[src/rtl/serial_addsub_pkg.sv]
// Shared constants for the bit-serial add/subtract controller.
// Holds the FSM state encoding and the default operand width.
package serial_addsub_pkg;

    localparam int unsigned DEFAULT_W = 8;

    typedef enum logic [1:0] {
        IDLE = 2'd0,
        RUN  = 2'd1,
        DONE = 2'd2
    } state_e;

endpackage

[src/rtl/fa_fs_cell.sv]
// One-bit combined full adder / full subtractor.
// k=0 produces sum and carry-out; k=1 produces difference and borrow-out.
module fa_fs_cell (
    input  logic k,
    input  logic a,
    input  logic b,
    input  logic cin,
    output logic s,
    output logic cout
);

    logic p;

    assign p    = a ^ b;
    assign s    = p ^ cin;
    // Borrow propagates when the operand bits are equal, generates on 0-1.
    assign cout = k ? ((~a & b) | (cin & ~p))
                    : ((a & b)  | (cin & p));

endmodule

[src/rtl/serial_addsub_ctrl.sv]
// Bit-serial W-bit adder/subtractor: LSB first, one bit per clock through a
// single fa_fs_cell, with a three-state IDLE/RUN/DONE controller.
module serial_addsub_ctrl
    import serial_addsub_pkg::*;
#(
    parameter int unsigned W = DEFAULT_W
) (
    input  logic         clk,
    input  logic         rst,
    input  logic         start,
    input  logic         k,
    input  logic [W-1:0] a,
    input  logic [W-1:0] b,
    output logic         busy,
    output logic         done,
    output logic [W-1:0] s,
    output logic         c
);

    localparam int unsigned   CW   = $clog2(W);
    localparam logic [CW-1:0] LAST = CW'(W - 1);

    state_e        state_q;
    logic [W-1:0]  a_q;
    logic [W-1:0]  b_q;
    logic          k_q;
    logic          cy_q;
    logic [CW-1:0] cnt_q;
    logic [W-2:0]  res_q;
    logic [W-1:0]  s_q;
    logic          c_q;
    logic          busy_q;
    logic          done_q;

    logic          bit_s;
    logic          bit_co;
    logic [W-1:0]  res_d;

    fa_fs_cell u_cell (
        .k    (k_q),
        .a    (a_q[cnt_q]),
        .b    (b_q[cnt_q]),
        .cin  (cy_q),
        .s    (bit_s),
        .cout (bit_co)
    );

    // Newest cell bit enters at the MSB; after W shifts bit 0 sits at the LSB.
    assign res_d = {bit_s, res_q};

    always_ff @(posedge clk) begin
        if (rst) begin
            state_q <= IDLE;
            a_q     <= '0;
            b_q     <= '0;
            k_q     <= 1'b0;
            cy_q    <= 1'b0;
            cnt_q   <= '0;
            res_q   <= '0;
            s_q     <= '0;
            c_q     <= 1'b0;
            busy_q  <= 1'b0;
            done_q  <= 1'b0;
        end else begin
            done_q <= 1'b0;
            unique case (state_q)
                IDLE: begin
                    if (start) begin
                        a_q     <= a;
                        b_q     <= b;
                        k_q     <= k;
                        cy_q    <= 1'b0;
                        cnt_q   <= '0;
                        busy_q  <= 1'b1;
                        state_q <= RUN;
                    end
                end
                RUN: begin
                    res_q <= res_d[W-1:1];
                    cy_q  <= bit_co;
                    if (cnt_q == LAST) begin
                        s_q     <= res_d;
                        c_q     <= bit_co;
                        cnt_q   <= '0;
                        busy_q  <= 1'b0;
                        done_q  <= 1'b1;
                        state_q <= DONE;
                    end else begin
                        cnt_q <= cnt_q + CW'(1);
                    end
                end
                DONE: begin
                    state_q <= IDLE;
                end
                default: begin
                    busy_q  <= 1'b0;
                    state_q <= IDLE;
                end
            endcase
        end
    end

    assign busy = busy_q;
    assign done = done_q;
    assign s    = s_q;
    assign c    = c_q;

endmodule

[config.mk]
export PLATFORM = sky130hd
export DESIGN_NAME = serial_addsub_ctrl
export DESIGN_NICKNAME = d
export VERILOG_FILES = /design/src/rtl/serial_addsub_pkg.sv /design/src/rtl/fa_fs_cell.sv /design/src/rtl/serial_addsub_ctrl.sv
export SDC_FILE = /design/constraint.sdc
export NUM_CORES = 1
export LEC_CHECK = 0
export BUFFER_PORTS_ARGS = -buffer_cell sky130_fd_sc_hd__buf_4
export CORE_MARGIN = 2
export CORE_UTILIZATION = 54
export CTS_CLUSTER_DIAMETER = 200
export CTS_CLUSTER_SIZE = 25
export DETAILED_ROUTE_END_ITERATION = 7
export PLACE_DENSITY = 0.82
export SYNTH_ARGS = -nofsm -noshare
export SYNTH_HDL_FRONTEND = slang
export SYNTH_SLANG_ARGS = --single-unit
export TNS_END_PERCENT = 1
[constraint.sdc]
create_clock -name clk -period 2.92 [get_ports clk]
set_clock_uncertainty 0.2 [all_clocks]
set_input_delay 0.292 -clock clk [delete_from_list [all_inputs] [get_ports clk]]
set_output_delay 0.292 -clock clk [all_outputs]
set_load 0.02 [all_outputs]
Word-level counts from Yosys, hierarchy flattened
Index checks and enable logic that the tools add are counted.
{ "word_totals": {"output_inout_bits": 11, "mem_bits_rw": 0, "latch_bits": 0, "mem_bits_ro": 0, "reg_bits": 41, "n_memories": 0, "input_bits": 20, "wordCells": 55} }
{ "op_classes": {"n_div": 0, "eq_ne": 5, "addsub": 1, "shift": 0, "magnitude_cmp": 1, "bitwise": 12, "n_reduce_logical": 8, "multipliers": 0, "n_mux": 17} }
{ "ops": {"columns": ["operator", "n"], "rows": [
  ["2-bit AND reduction", 4],
  ["1-bit two-way mux", 7],
  ["1-bit binary-select mux with 3-bit select", 2],
  ["3-bit two-way mux", 2],
  ["3-bit case mux with 2 select lines", 1],
  ["1-bit AND", 4],
  ["3-bit by 4-bit less-than comparator with 1-bit output (second input constant)", 1],
  ["2-bit two-way mux", 2],
  ["2-bit inequality test (second input constant)", 2],
  ["1-bit inverter", 4],
  ["2-bit case mux with 2 select lines", 1],
  ["3-bit by 1-bit adder with 3-bit output (second input constant)", 1],
  ["3-bit equality test (second input constant)", 1],
  ["1-bit case mux with 3 select lines", 1],
  ["3-bit AND reduction", 1],
  ["2-bit by 1-bit equality test with 1-bit output (second input constant)", 1],
  ["2-bit equality test (second input constant)", 1],
  ["2-bit zero test", 1],
  ["1-bit bitwise OR", 2],
  ["1-bit case mux with 2 select lines", 1],
  ["2-bit nonzero test", 1],
  ["2-bit OR reduction", 1],
  ["1-bit XOR", 2]
]} }

Longest topological paths before layout
{ "logic_depth": {"word_depth": 8, "mapped_depth": 8, "mapped_depth_nobuf": 7} }

By module
Synthesis repeated with hierarchy kept, for this count alone.
{ "unflattened": {"hier_cells": 194, "area_unflattened_um2": 1685.4} }
{ "modules_own_cells": {"columns": ["mod", "area_per_inst_um2", "cells_each", "instances", "seq_area_each_um2"], "rows": [
  ["serial_addsub_ctrl", 1624.1, 188, 1, 820.8],
  ["fa_fs_cell", 61.3, 6, 1, 0.0]
]} }

Least setup slack after synthesis
No wires, ideal clock.
{ "synth_path": {"kind": "register -> register", "from": "reg cnt_q[1]", "to": "reg cy_q", "stages_incl_launch_ff": 7, "period_less_slack_ns": 2.264, "required_time_ns": 2.588, "setup_time_ns": 0.132, "arrival_ns": 1.931, "path_buffers": 0, "setup_slack_ns": 0.656, "cell_sequence": "dfxtp_1 mux4_1 mux2_2 fa_1 nor2b_1 o21ai_1 a21oi_1"} }
{ "synth_via": {"elab_chain_cells": 8, "elab_cells_between_ends": 15, "cone_classes": "mux: 6; bitwise: 9"} }
{ "synth_lines": {"columns": ["element", "line_no", "source"], "rows": [
  ["start, declared", "serial_addsub_ctrl.sv:28", "logic [CW-1:0] cnt_q;"],
  ["start signal, assigned", "serial_addsub_ctrl.sv:89", "cnt_q <= cnt_q + CW'(1);"],
  ["1-bit binary-select mux with 3-bit select (on tied branches)", "serial_addsub_ctrl.sv:41, serial_addsub_ctrl.sv:42", null],
  ["1-bit two-way mux (on tied branches)", "serial_addsub_ctrl.sv:41, serial_addsub_ctrl.sv:42", null],
  ["1-bit XOR", "fa_fs_cell.sv:14", "assign p = a ^ b;"],
  ["1-bit inverter", "fa_fs_cell.sv:17", "assign cout = k ? ((~a & b) | (cin & ~p))"],
  ["1-bit AND", "fa_fs_cell.sv:17", null],
  ["1-bit bitwise OR", "fa_fs_cell.sv:17", null],
  ["1-bit two-way mux (*)", "fa_fs_cell.sv:17", null],
  ["1-bit case mux with 2 select lines (*)", "serial_addsub_ctrl.sv:66", "unique case (state_q)"],
  ["end signal, assigned", "serial_addsub_ctrl.sv:80", "cy_q <= bit_co;"],
  ["end, declared", "serial_addsub_ctrl.sv:27", "logic cy_q;"]
]} }
Every way passes the cells marked *; elsewhere a longest branch is shown, timed or not. The select of a mux whose other input is x is not followed.
A chain may end at the register's enable or synchronous reset.

Final worst setup path
{ "layout_path": {"from": "reg cnt_q[0]", "to": "reg c_q, in the netlist c"} }
{ "layout_via": {"elab_chain_cells": 7, "elab_cells_between_ends": 16, "cone_classes": "eq/ne: 1; mux: 5; bitwise: 9; reduce/logical: 1"} }
{ "layout_lines": {"columns": ["element", "line_no", "source"], "rows": [
  ["1-bit binary-select mux with 3-bit select (on tied branches)", "serial_addsub_ctrl.sv:41, serial_addsub_ctrl.sv:42", null],
  ["1-bit two-way mux (on tied branches)", "serial_addsub_ctrl.sv:41, serial_addsub_ctrl.sv:42", null],
  ["1-bit XOR", "fa_fs_cell.sv:14", null],
  ["1-bit inverter", "fa_fs_cell.sv:17", null],
  ["1-bit AND", "fa_fs_cell.sv:17", null],
  ["1-bit bitwise OR", "fa_fs_cell.sv:17", null],
  ["1-bit two-way mux", "fa_fs_cell.sv:17", null],
  ["end signal, assigned", "serial_addsub_ctrl.sv:83", "c_q <= bit_co;"],
  ["end, declared", "serial_addsub_ctrl.sv:31", "logic c_q;"]
]} }
Parallel ways exist; a longest one is shown, timed or not. The select of a mux whose other input is x is not followed.

==> metrics.md <==
| Metric | Value |
|---|---|
| Status | `complete, no violations` |
| Post-layout util | `0.705` |
| ANT cells | `0` |
| WL/cell | `roughly 11 um` |
| Min-Delay Path Class | `in -> reg` |
| Row Count | `20` |
| Routed Antenna Nets | `0` |
| CP Class | `reg -> reg` |
| Peak supply drop | `approximately 0.35 mV` |
| Synth Cell Area | `1710 sq um` |
| Met1 Use GR | `0.250` |
| Grt ovf | `0` |
| Vias per cell | `4.88` |
| IO buf count | `30` |
| Post-synth ARST share | `0` |
| Clock Tree Buf Depth | `2` |
| Final setup TNS | `0 ns` |
| Worst Hold Path EP | `busy` |
| Min Hold Slack | `0.117 ns` |
| Fin. Hold Viols | `0` |
| Critical-path top delay cell | `mux4_2` |
| Die Footprint | `about 3600 sq um` |
| Gr busiest metal | `met2` |
| Comb pwr share | `0.128` |
| Reg power frac | `0.602` |
| Hold Path Origin | `start` |
| Reg2Reg Launch Point | `cnt_q[0]` |
| Area leader, netlist | `dfxtp_1` |
| Max Cap Violations | `0` |
| Top Family by Delay on Critical Path | `multiplexers` |
| Min Clock Period, post-route | `2.39 ns` |
| CP endpoint kind | `register` |
| Met3 Use GR | `0.0736` |
| Vias in the first global route | `between 1,000 and 1,500` |
| Clock Power Share | `0.270` |
| Top-level I/O count | `31` |
| Number of gates resized after cts | `0` |
| Global-route wire length before repair | `between 5000 and 6000 um` |
| Top-area cell type share of the netlist area | `0.481` |
| Ys Warns | `0` |
| Reg2reg end | `c` |
| Layout cells sized above 1 | `0.190` |
| Starting density of the core | `0.563` |
| Seq/Total Area, Yosys | `0.481` |
| Largest net degree at the start of global routing | `42` |
| Syn Nets | `218` |
| CTS tree | `yes` |
| # H-tree levels | `2` |
| Leakage | `between 0.8 and 0.9 nW` |
| Layout net count | `260` |
| Gp weighted congestion | `0.772` |
| Hold depth | `4` |
| Die W | `60.2 um` |
| CP max stage delay | `0.53 ns` |
| Endpoints failing setup | `0` |
| Most common flop cell mapped by yosys | `dfxtp_1` |
| Post-synth EDFFs | `0` |
| Initial antenna violation count | `0` |
| Slew headroom | `0.582` |
| Max FO, Critical Path | `7` |
| R2R cell count | `6` |
| Cells along the critical path | `mux4_2 > mux2_2 > fa_1 > nor2b_1 > nor3_1 > nor3_1` |
| Int Pwr | `around 0.74 mW` |
| Unrepaired setup endpoints after global routing | `no` |
| Mean area per synthesized cell | `8.79 sq um` |
| Power Density | `around 460 nW/um^2` |
| Synth top area cells | `dfxtp_1 48%, nand2_1 13%, a21oi_1 11%` |
| Critical Path RT | `2.95 ns` |
| Most used cell, CP | `nor3_1` |
| DP HPWL | `approximately 2000 um` |
| Detailed Routing Iterations Pass 1 | `5` |
| Net switching power | `0.244 mW` |
| Total power | `0.985 mW` |
| Starting DRT DRC Count | `54` |
| Placed standard-cell area | `between 1500 and 2000 sq um` |
| Finished Cell Area | `2140 sq um` |
| Synth unique cells | `28` |
| Final period util | `0.819` |
| GRT Overall Usage | `0.208` |
| Vias | `1,372` |
| Worst-path clk slew | `0.10 ns` |
| Die height | `60.2 um` |
| Post-route DRC | `0` |
| WP buf/inv | `0` |
| Area growth syn-to-layout | `25.2%` |
| Worst EP arrival | `around 2.4 ns` |
| Clk Latency, worst-skew pair | `0.35 ns` |
| Slew Viols, Final | `0` |
| Fmax | `418 MHz` |
| R2R Setup Slk | `0.53 ns` |
| Synthesized flop and latch total | `~40` |
| Worst-margin pin slew | `0.626 ns` |
| Met2 Track Usage GR | `0.349` |
| Core area | `3030 sq um` |
| Startpoint types | `register` |
| Clk root buf | `clkbuf_4` |
| Cells after Synth | `194` |
| Clock buffer count from CTS | `5` |
| Clock Sink Count | `41` |
| Final WL | `about 3200 um` |
| Switching share of power | `0.248` |
-- final cells by class --
class / count / area [sq um]
Fill cell: 241 / 892
Sequential cell: 41 / 821
Multi-Input combinational cell: 137 / 793
Timing Repair Buffer: 49 / 410
Tap cell: 44 / 55.1
Clock buffer: 8 / 48.8
Inverter: 2 / 7.51
-- sequential cells by signal, summed over array words and instances, names as in the netlist, 2 cells and up --
signal / cells
state_q: 2
cnt_q: 3
a_q: 8
b_q: 8
s: 8
res_q: 7
-- per-layer routing --
metal  share of wire  vias to the layer above
met2            0.48                       31
met4           0.012                        0
li1                -                      728
met3           0.055                        4
met1            0.46                      609
met5               0                        -
-- power groups by stage --
stage / registers, mW / clock network, mW / logic (mW)
3_5_place_dp: 0.607 / 0 / 0.108
5_1_grt: 0.597 / 0.297 / 0.141
6_report: 0.593 / 0.266 / 0.126
2_1_floorplan: 0.603 / 0 / 0.0827
4_1_cts: 0.594 / 0.268 / 0.126
3_3_place_gp: 0.606 / 0 / 0.106
-- cells by family (layout without fill, tap and decap cells) --
kind of cell,count (synthesis),count (layout),share of synthesized area
AO/OA/AOI/OAI,41,41,0.123
adder cells (fa/ha/maj),4,4,0.0381
buffers and inverters,16,59,0.0536
flip-flops,41,41,0.481
multiplexers,6,6,0.0748
AND/OR/NAND/NOR,86,86,0.229
-- layout by cell type (no fill, tap or decap), types with 4 or more instances in the layout --
cell           Yosys  layout
a21oi_1           38      38
buf_4              1      32
clkbuf_4           0       5
dfxtp_1           41      41
dlygate4sd3_1      0      17
nand2_1           57      57
nand2b_1           4       4
nand3_1           12      12
-- tightest hold or removal path: cells and delay by family --
family,cells,cell delay [ns]
buf+inv,1,0.12
simple gates,1,0.07
compound gates,2,0.15
-- repair_timing --
item | in CTS | in global routing
hold endpoints to repair | 17 | 0
setup buffers | 0 | 0
hold buffers | 17 | 0
-- through the flow --
stage	std cells	setup WS, ns
6_report	281	0.529
5_1_grt	281	0.357
4_1_cts	281	0.516
3_5_place_dp	256	0.533
3_3_place_gp	256	0.574
2_1_floorplan	194	0.656
-- cells in the mapped netlist, drive strengths merged, types with 2 or more instances --
master and instances:
nor2 3, nand2 57, inv 2, clkbuf 5
nor2b 3, ha 2, nand3b 2, nand2b 4
buf 9, dfxtp 41, nand3 12, a21oi 38
mux4 4, fa 2, nor3 2
-- worst max path at each step --
stage / slack, ns / cells after the start / endpoint / startpoint
after CTS: 0.52 / 6 / cy_q / cnt_q[0]
after global routing: 0.36 / 6 / c / cnt_q[0]
final: 0.53 / 6 / c / cnt_q[0]
after floorplan: 0.66 / 6 / cy_q / cnt_q[1]
after global placement: 0.57 / 6 / c / cnt_q[0]
after detailed placement: 0.53 / 6 / cy_q / cnt_q[0]
(Power assumes the default switching activity.)
